===== src/rtl/axil_reg_bank.sv =====
// axil_reg_bank: AXI4-Lite slave mapping NUM_REGS 32-bit registers with byte-strobe writes,
// per-register write pulses and OKAY/SLVERR responses; one outstanding transaction per direction.
//
// state      | meaning
// WR_IDLE    | collecting AW and W, in either order or together
// WR_COMMIT  | both captured; register byte update and write pulse this cycle
// WR_RESP    | write response held until bready
// RD_IDLE    | waiting for AR
// RD_RESP    | read data and response held until rready
module axil_reg_bank #(
  parameter int          ADDR_WIDTH  = 32,
  parameter int          DATA_WIDTH  = 32,
  parameter int          NUM_REGS    = 16,
  parameter logic [31:0] RESET_VALUE = 32'h0
) (
  input  logic                   aclk,
  input  logic                   areset,
  input  logic [ADDR_WIDTH-1:0]  s_awaddr,
  input  logic [2:0]             s_awprot,
  input  logic                   s_awvalid,
  output logic                   s_awready,
  input  logic [31:0]            s_wdata,
  input  logic [3:0]             s_wstrb,
  input  logic                   s_wvalid,
  output logic                   s_wready,
  output logic [1:0]             s_bresp,
  output logic                   s_bvalid,
  input  logic                   s_bready,
  input  logic [ADDR_WIDTH-1:0]  s_araddr,
  input  logic [2:0]             s_arprot,
  input  logic                   s_arvalid,
  output logic                   s_arready,
  output logic [31:0]            s_rdata,
  output logic [1:0]             s_rresp,
  output logic                   s_rvalid,
  input  logic                   s_rready,
  output logic [NUM_REGS*32-1:0] regs_o,
  output logic [NUM_REGS-1:0]    wr_pulse_o
);

  localparam int IDX_W = (NUM_REGS > 1) ? $clog2(NUM_REGS) : 1;
  localparam logic [ADDR_WIDTH-1:0] NUM_REGS_A = ADDR_WIDTH'(NUM_REGS);
  localparam logic [1:0] RESP_OKAY   = 2'b00;
  localparam logic [1:0] RESP_SLVERR = 2'b10;

  if (DATA_WIDTH != 32) begin : g_bad_data_width
    $fatal(1, "axil_reg_bank: DATA_WIDTH must be 32");
  end
  if (NUM_REGS < 1 || NUM_REGS > 256) begin : g_bad_num_regs
    $fatal(1, "axil_reg_bank: NUM_REGS must be in 1..256");
  end
  if (ADDR_WIDTH < IDX_W + 2) begin : g_bad_addr_width
    $fatal(1, "axil_reg_bank: ADDR_WIDTH too small for NUM_REGS");
  end

  typedef enum logic [1:0] {WR_IDLE, WR_COMMIT, WR_RESP} wr_state_e;
  typedef enum logic {RD_IDLE, RD_RESP} rd_state_e;

  wr_state_e             wr_state_q, wr_state_d;
  logic                  awready_q, awready_d;
  logic                  wready_q, wready_d;
  logic                  aw_got_q, aw_got_d;
  logic                  w_got_q, w_got_d;
  logic [ADDR_WIDTH-1:0] awaddr_q, awaddr_d;
  logic [31:0]           wdata_q, wdata_d;
  logic [3:0]            wstrb_q, wstrb_d;
  logic                  bvalid_q, bvalid_d;
  logic [1:0]            bresp_q, bresp_d;
  logic [31:0]           regs_q [NUM_REGS];
  logic [31:0]           regs_d [NUM_REGS];

  rd_state_e             rd_state_q, rd_state_d;
  logic                  arready_q, arready_d;
  logic                  rvalid_q, rvalid_d;
  logic [31:0]           rdata_q, rdata_d;
  logic [1:0]            rresp_q, rresp_d;

  logic                  aw_hs, w_hs, ar_hs;
  logic                  wr_in_range, rd_in_range, wr_commit;
  logic [IDX_W-1:0]      wr_idx, rd_idx;
  logic                  unused_prot;

  assign unused_prot = ^{s_awprot, s_arprot};

  assign aw_hs = awready_q & s_awvalid;
  assign w_hs  = wready_q & s_wvalid;
  assign ar_hs = arready_q & s_arvalid;

  assign wr_in_range = (awaddr_q >> 2) < NUM_REGS_A;
  assign wr_idx      = awaddr_q[2 +: IDX_W];
  assign wr_commit   = (wr_state_q == WR_COMMIT) && wr_in_range;
  assign rd_in_range = (s_araddr >> 2) < NUM_REGS_A;
  assign rd_idx      = s_araddr[2 +: IDX_W];

  always_comb begin
    wr_state_d = wr_state_q;
    awready_d  = awready_q;
    wready_d   = wready_q;
    aw_got_d   = aw_got_q;
    w_got_d    = w_got_q;
    awaddr_d   = awaddr_q;
    wdata_d    = wdata_q;
    wstrb_d    = wstrb_q;
    bvalid_d   = bvalid_q;
    bresp_d    = bresp_q;
    case (wr_state_q)
      WR_IDLE: begin
        if (aw_hs) begin
          aw_got_d = 1'b1;
          awaddr_d = s_awaddr;
        end
        if (w_hs) begin
          w_got_d = 1'b1;
          wdata_d = s_wdata;
          wstrb_d = s_wstrb;
        end
        // Readies are registered so each one falls the cycle after its own handshake.
        if (aw_got_d && w_got_d) begin
          wr_state_d = WR_COMMIT;
          awready_d  = 1'b0;
          wready_d   = 1'b0;
        end else begin
          awready_d = !aw_got_d;
          wready_d  = !w_got_d;
        end
      end
      WR_COMMIT: begin
        aw_got_d   = 1'b0;
        w_got_d    = 1'b0;
        bvalid_d   = 1'b1;
        bresp_d    = wr_in_range ? RESP_OKAY : RESP_SLVERR;
        wr_state_d = WR_RESP;
      end
      WR_RESP: begin
        if (s_bready) begin
          bvalid_d   = 1'b0;
          awready_d  = 1'b1;
          wready_d   = 1'b1;
          wr_state_d = WR_IDLE;
        end
      end
      default: wr_state_d = WR_IDLE;
    endcase
  end

  always_comb begin
    for (int r = 0; r < NUM_REGS; r++) regs_d[r] = regs_q[r];
    if (wr_commit) begin
      for (int k = 0; k < 4; k++) begin
        if (wstrb_q[k]) regs_d[wr_idx][8*k +: 8] = wdata_q[8*k +: 8];
      end
    end
  end

  // A zero-strobe write still counts as a committed write and pulses.
  always_comb begin
    wr_pulse_o = '0;
    if (wr_commit) wr_pulse_o[wr_idx] = 1'b1;
  end

  always_comb begin
    rd_state_d = rd_state_q;
    arready_d  = arready_q;
    rvalid_d   = rvalid_q;
    rdata_d    = rdata_q;
    rresp_d    = rresp_q;
    case (rd_state_q)
      RD_IDLE: begin
        arready_d = 1'b1;
        if (ar_hs) begin
          arready_d  = 1'b0;
          rvalid_d   = 1'b1;
          rdata_d    = rd_in_range ? regs_q[rd_idx] : 32'h0;
          rresp_d    = rd_in_range ? RESP_OKAY : RESP_SLVERR;
          rd_state_d = RD_RESP;
        end
      end
      RD_RESP: begin
        if (s_rready) begin
          rvalid_d   = 1'b0;
          arready_d  = 1'b1;
          rd_state_d = RD_IDLE;
        end
      end
      default: rd_state_d = RD_IDLE;
    endcase
  end

  always_ff @(posedge aclk or posedge areset) begin
    if (areset) begin
      wr_state_q <= WR_IDLE;
      awready_q  <= 1'b0;
      wready_q   <= 1'b0;
      aw_got_q   <= 1'b0;
      w_got_q    <= 1'b0;
      awaddr_q   <= '0;
      wdata_q    <= '0;
      wstrb_q    <= '0;
      bvalid_q   <= 1'b0;
      bresp_q    <= RESP_OKAY;
      for (int r = 0; r < NUM_REGS; r++) regs_q[r] <= RESET_VALUE;
    end else begin
      wr_state_q <= wr_state_d;
      awready_q  <= awready_d;
      wready_q   <= wready_d;
      aw_got_q   <= aw_got_d;
      w_got_q    <= w_got_d;
      awaddr_q   <= awaddr_d;
      wdata_q    <= wdata_d;
      wstrb_q    <= wstrb_d;
      bvalid_q   <= bvalid_d;
      bresp_q    <= bresp_d;
      for (int r = 0; r < NUM_REGS; r++) regs_q[r] <= regs_d[r];
    end
  end

  always_ff @(posedge aclk or posedge areset) begin
    if (areset) begin
      rd_state_q <= RD_IDLE;
      arready_q  <= 1'b0;
      rvalid_q   <= 1'b0;
      rdata_q    <= '0;
      rresp_q    <= RESP_OKAY;
    end else begin
      rd_state_q <= rd_state_d;
      arready_q  <= arready_d;
      rvalid_q   <= rvalid_d;
      rdata_q    <= rdata_d;
      rresp_q    <= rresp_d;
    end
  end

  for (genvar i = 0; i < NUM_REGS; i++) begin : g_regs_out
    assign regs_o[32*i +: 32] = regs_q[i];
  end

  assign s_awready = awready_q;
  assign s_wready  = wready_q;
  assign s_bvalid  = bvalid_q;
  assign s_bresp   = bresp_q;
  assign s_arready = arready_q;
  assign s_rvalid  = rvalid_q;
  assign s_rdata   = rdata_q;
  assign s_rresp   = rresp_q;

endmodule

===== config.mk =====
export PLATFORM = sky130hd
export DESIGN_NAME = axil_reg_bank
export DESIGN_NICKNAME = d
export VERILOG_FILES = /design/src/rtl/axil_reg_bank.sv
export SDC_FILE = /design/constraint.sdc
export NUM_CORES = 1
export LEC_CHECK = 0
export BUFFER_PORTS_ARGS = -buffer_cell sky130_fd_sc_hd__buf_2
export CAP_MARGIN = 5
export CELL_PAD_IN_SITES_DETAIL_PLACEMENT = 0
export CELL_PAD_IN_SITES_GLOBAL_PLACEMENT = 1
export CORE_AREA = 2 2 268 270
export CTS_CLUSTER_SIZE = 28
export DETAILED_ROUTE_END_ITERATION = 7
export DIE_AREA = 0 0 270 272
export PLACE_DENSITY_LB_ADDON = 0.1
export SETUP_SLACK_MARGIN = 0.1
export SLEW_MARGIN = 20
export SYNTH_ARGS = -nofsm -noshare
export SYNTH_HDL_FRONTEND = slang
export SYNTH_SLANG_ARGS = --single-unit

===== constraint.sdc =====
create_clock -name aclk -period 43.1 [get_ports aclk]
set_input_delay 4.31 -clock aclk [delete_from_list [all_inputs] [get_ports aclk]]
set_output_delay 4.31 -clock aclk [all_outputs]
set_load 0.05 [all_outputs]

# == Word level (Yosys, flattened, before mapping) ==
# Index checks and enable logic that the tools add are counted.
# classes
addsub,0
mul,0
div_mod_pow,0
order_cmp,7
eq_ne,6
n_shift,0
muxes,53
bitwise,6
reduce_logical,17
# op_table
operator,count
two-way mux 512 bit,7
bitwise mux 512 bit,4
demux 32 bit (select 4 bit),4
binary-select mux 32 bit (select 4 bit),1
two-way mux 32 bit,4
less-than comparator 30 x 5 -> 1 bit (second input constant),2
two-way mux 16 bit,2
two-way mux 24 bit,1
one-hot mux 1 bit (2 select lines),8
two-way mux 1 bit,15
AND reduction 2 bit,7
greater-or-equal comparator 5 bit (second input constant),2
inverter 4 -> 5 bit,2
two-way mux 2 bit,4
two-way mux 8 bit,1
!= test 2 bit (second input constant),4
one-hot mux 2 bit (3 select lines),1
nonzero test 2 bit,3
less-than comparator 4 x 5 -> 1 bit (second input constant),1
less-than comparator 5 x 1 -> 1 bit (second input constant),1
demux 1 bit (select 4 bit),1
greater-or-equal comparator 4 x 1 -> 1 bit (second input constant),1
logical AND 1 bit,4
AND 1 bit,3
5 further kinds,6
# word_totals
regBits,626
latchBits,0
ram_bits,0
rom_bits,0
in_bits,113
out_inout_bits,569
wordCells,120
memories,0

# == Logic depth before layout (Yosys ltp) ==
# depth
depth_word,16
ltp_mapped,7
ltp_nobuf,4

# == Worst setup path before layout ==
# No wires, ideal clock.
# synth_timing
path_kind,register to output
startpoint,register awaddr_q[18]
endpoint,output wr_pulse_o[12]
arrival_ps,2264
t_required_ps,38790
path_slack_ps,36526
stages_incl_launch_ff,6
n_path_buf,1
path_cell_list,dfrtp_1 -> nor4_1 -> nand4_2 -> buf_4 -> or3_1 -> nor2_1
# synth_via
elab_chain_len,3
# synth_rtl
element,line,rtl
from (decl),64,"logic [ADDR_WIDTH-1:0] awaddr_q, awaddr_d;"
from (signal assigned),208,awaddr_q <= awaddr_d;
less-than comparator 30 x 5 -> 1 bit,89,assign wr_in_range = (awaddr_q >> 2) < NUM_REGS_A;
logical AND 1 bit,91,assign wr_commit = (wr_state_q == WR_COMMIT) && wr_in_range;
two-way mux 16 bit,158,if (wr_commit) wr_pulse_o[wr_idx] = 1'b1;
to (decl),38,output logic [NUM_REGS-1:0] wr_pulse_o
# Every way passes these cells.

# == Worst setup path in the final report ==
# layout_timing
startpoint,register awaddr_q[18]
endpoint,output wr_pulse_o[0]
# Same word-level chain as after synthesis.

==> metrics.md <==
| Metric | Value |
|---|---|
| 1st-pass router iterations | `5` |
| Hold Path Depth | `1` |
| Hold Crit Class | `flop to flop` |
| Met3 WL | `about 7.6 mm` |
| Met2 wire length | `48.9 mm` |
| Die area | `73,400 sq um` |
| Commonest non-fill, non-tap cell in the layout | `buf_2` |
| Commonest cells after routing, fill and taps aside | `buf_2 (667), dfrtp_1 (622), mux2_2 (545)` |
| Routed Wire Length | `102 mm` |
| Critical path arrival | `3.17 ns` |
| DRC violations left | `0` |
| Post-CTS resize count | `0` |
| Setup-failing EPs final | `0` |
| Synth Cell Area | `28,100 sq um` |
| Starting density of the core | `0.397` |
| Post-Route M1 WL | `a little over 40 mm` |
| Worst-path fanout max | `28` |
| MaxCap Viol Count | `0` |
| Simple-gate area share of the yosys netlist | `0.0595` |
| Post CTS Setup Buffer Count | `0` |
| Detailed Route Iter0 Violations | `1,095` |
| Clock skew | `around 0.023 ns` |
| Layout cells sized above 1 | `0.632` |
| Leak | `roughly 18 nW` |
| Row Count | `just under 100` |
| HPWL Detailed | `68.9 mm` |
| Adder-Cell Fraction of Synth Area | `0` |
| Syn Area/Cell | `15.9 sq um` |
| Core footprint | `around 71,000 sq um` |
| Gpl congestion | `around 0.84` |
| Synth Flop Type | `dfrtp_1` |
| Clock slew at reported path FFs | `roughly 0.06 ns` |
| Pwr dens | `roughly 43 nW/um^2` |
| Final Hold Fails | `0` |
| Worst Reg2Reg Path Length in Cells | `5` |
| Post-synth EDFFs | `0` |
| Vias in the first global route | `between 15,000 and 20,000` |
| GRT overflow | `0` |
| RR Endpoint | `regs_o[219]$_DFFE_PP0P_` |
| Hold-fix buffers at CTS | `0` |
| Clock Latency Late Sink | `approximately 0.60 ns` |
| Synth Area in Compound Gates | `0.0292` |
| Hold path start | `w_got_q$_DFFE_PP0P_` |
| Sink Count | `622` |
| Xor and xnor area share after synthesis | `0` |
| Part of the cycle the worst path needs | `0.174` |
| Crit path time final | `around 7.5 ns` |
| Total Power | `1.50 mW` |
| Total track usage | `0.273` |
| Ys async rst share | `1.00` |
| Register area share after synthesis | `0.554` |
| Antenna Nets Post-Route | `0` |
| Mux contribution to synthesized area | `0.340` |
| Yosys Warn Count | `0` |
| Layout Nets | `between 2,000 and 3,000` |
| CTS tree | `yes` |
| Crit path capture type | `output pin` |
| Clock root cell | `clkbuf_16` |
| Worst IR drop on VDD | `~47 uV` |
| Design Area, Final | `34,800 sq um` |
| WHS Endpoint | `w_got_q$_DFFE_PP0P_` |
| Netlist cell types | `38` |
| RSZ-0062 raised after global routing | `no` |
| Via/cell ratio | `approximately 5.6` |
| Largest family of logic cells by synthesized area | `multiplexers` |
| Setup TNS Final | `0 ns` |
| Die H | `roughly 270 um` |
| Slew headroom | `0.200` |
| Synth-to-layout area growth | `23.9%` |
| IO Port Bufs | `approximately 670` |
| Pins Over Slew Limit | `0` |
| Largest net degree at the start of global routing | `160` |
| Cells after synthesis | `1,763` |
| Top-Level Pins | `between 600 and 700` |
| Worst path required time | `38.79 ns` |
| Startpoint class of the critical path | `flop` |
| Clk buf depth | `3` |
| R2R Path Start | `awaddr_q[18]$_DFFE_PP0P_` |
| Run status | `finished clean` |
| Cts bufs inserted | `between 70 and 80` |
| Wire per inst | `between 20 and 30 um` |
| First-pass GRT wire length | `~150 mm` |
| Synth Register Bits | `roughly 620` |
| R2r setup slk | `just under 40 ns` |
| Dpl cell area | `around 32,000 sq um` |
| Initial antenna violation count | `6` |
| CP Class | `flop to output pin` |
| Via count | `between 15,000 and 20,000` |
| Worst Tran Pin Value | `approximately 1.2 ns` |
| Chip width | `between 200 and 300 um` |
| H-tree levels | `3` |
| Fmax | `about 130 MHz` |
| Final Util | `0.492` |
| Top Metal Used | `met5` |
[worst max-delay path, cell delays in order (launching register included)]
cell and delay (ns):
dfrtp_1 0.37, nor4_1 0.68, and4_1 0.39, buf_4 0.31, nand3_1 0.33, nor2_1 0.17, buf_2 0.30
[worst max path at each step]
stage	start	end	slack, ns
3_5_place_dp	areset	regs_o[212]$_DFFE_PP0P_	35.36
4_1_cts	awaddr_q[18]$_DFFE_PP0P_	wr_pulse_o[10]	35.55
2_1_floorplan	areset	aw_got_q$_DFFE_PP0P_	21.37
5_1_grt	awaddr_q[18]$_DFFE_PP0P_	wr_pulse_o[10]	35.41
6_report	awaddr_q[18]$_DFFE_PP0P_	wr_pulse_o[0]	35.62
3_3_place_gp	s_araddr[4]	s_rdata[8]$_DFFE_PP0P_	35.41
[stage by stage]
step                      hold WS, ns  setup slack [ns]  std cells
after global routing            0.511             35.41       3416
after CTS                       0.491             35.55       3415
after floorplan                 0.451             21.37       1764
final                           0.495             35.62       3418
after detailed placement        0.469             35.36       3288
after global placement          0.473             35.41       3288
[flip-flops by register name (all words and copies together), names as in the netlist]
| signal | cells |
|---|---|
| regs_o | 512 |
| s_rdata | 32 |
| wdata_q | 32 |
| awaddr_q | 30 |
| wstrb_q | 4 |
| wr_state_q | 2 |
| aw_got_q | 1 |
| rd_state_q | 1 |
| s_arready | 1 |
| s_awready | 1 |
| s_bresp | 1 |
| s_bvalid | 1 |
| s_rresp | 1 |
| s_rvalid | 1 |
| s_wready | 1 |
| w_got_q | 1 |
[routing by layer]
layer,global-route usage,vias to the layer above
met2,0.443,659
met3,0.0814,175
li1,-,8029
met1,0.345,10116
met4,0.103,8
met5,0,-
[synthesized netlist by cell type, types with 5 or more instances]
cell type    n  share of area
and3_1       6         0.0013
clkbuf_1    81          0.011
nand2_1     53         0.0071
buf_2       13         0.0023
mux2_2     545           0.22
mux4_2     128           0.10
nor4_4      39          0.030
a21oi_1      7         0.0012
mux2_4      32          0.017
nand2b_1     5         0.0011
nor2b_1      7         0.0016
buf_1       18         0.0024
nor4_1      12         0.0027
nand4_1     26         0.0058
a22oi_1     62          0.017
nand3_1      9         0.0016
a22o_1      32          0.010
nor2_1      28         0.0037
dfrtp_1    622           0.55
and2_1       9         0.0020
buf_4        5         0.0013
[cell type report]
cell class | count | area (sq um)
fill | 6270 | 35900
sequential | 622 | 15600
multi-input combinational | 1021 | 12100
timing repair buffer | 692 | 3560
clock buffer | 114 | 2240
tap | 950 | 1190
clock inverter | 13 | 130
inverter | 3 | 18.8
antenna | 3 | 7.51
[report_power, final]
group | internal (mW) | leakage, nW | switching, mW | total [mW]
logic | 0.0621 | 8.78 | 0.109 | 0.171
registers | 0.619 | 8.52 | 0.0962 | 0.715
clock network | 0.368 | 1.18 | 0.244 | 0.612
[cell families after synthesis]
| family | Yosys count |
|---|---|
| multiplexers | 709 |
| flip-flops | 622 |
| AND/OR/NAND/NOR | 203 |
| buffers and inverters | 121 |
| AO/OA/AOI/OAI | 107 |
| other | 1 |
Power figures use the tool's default switching activity.
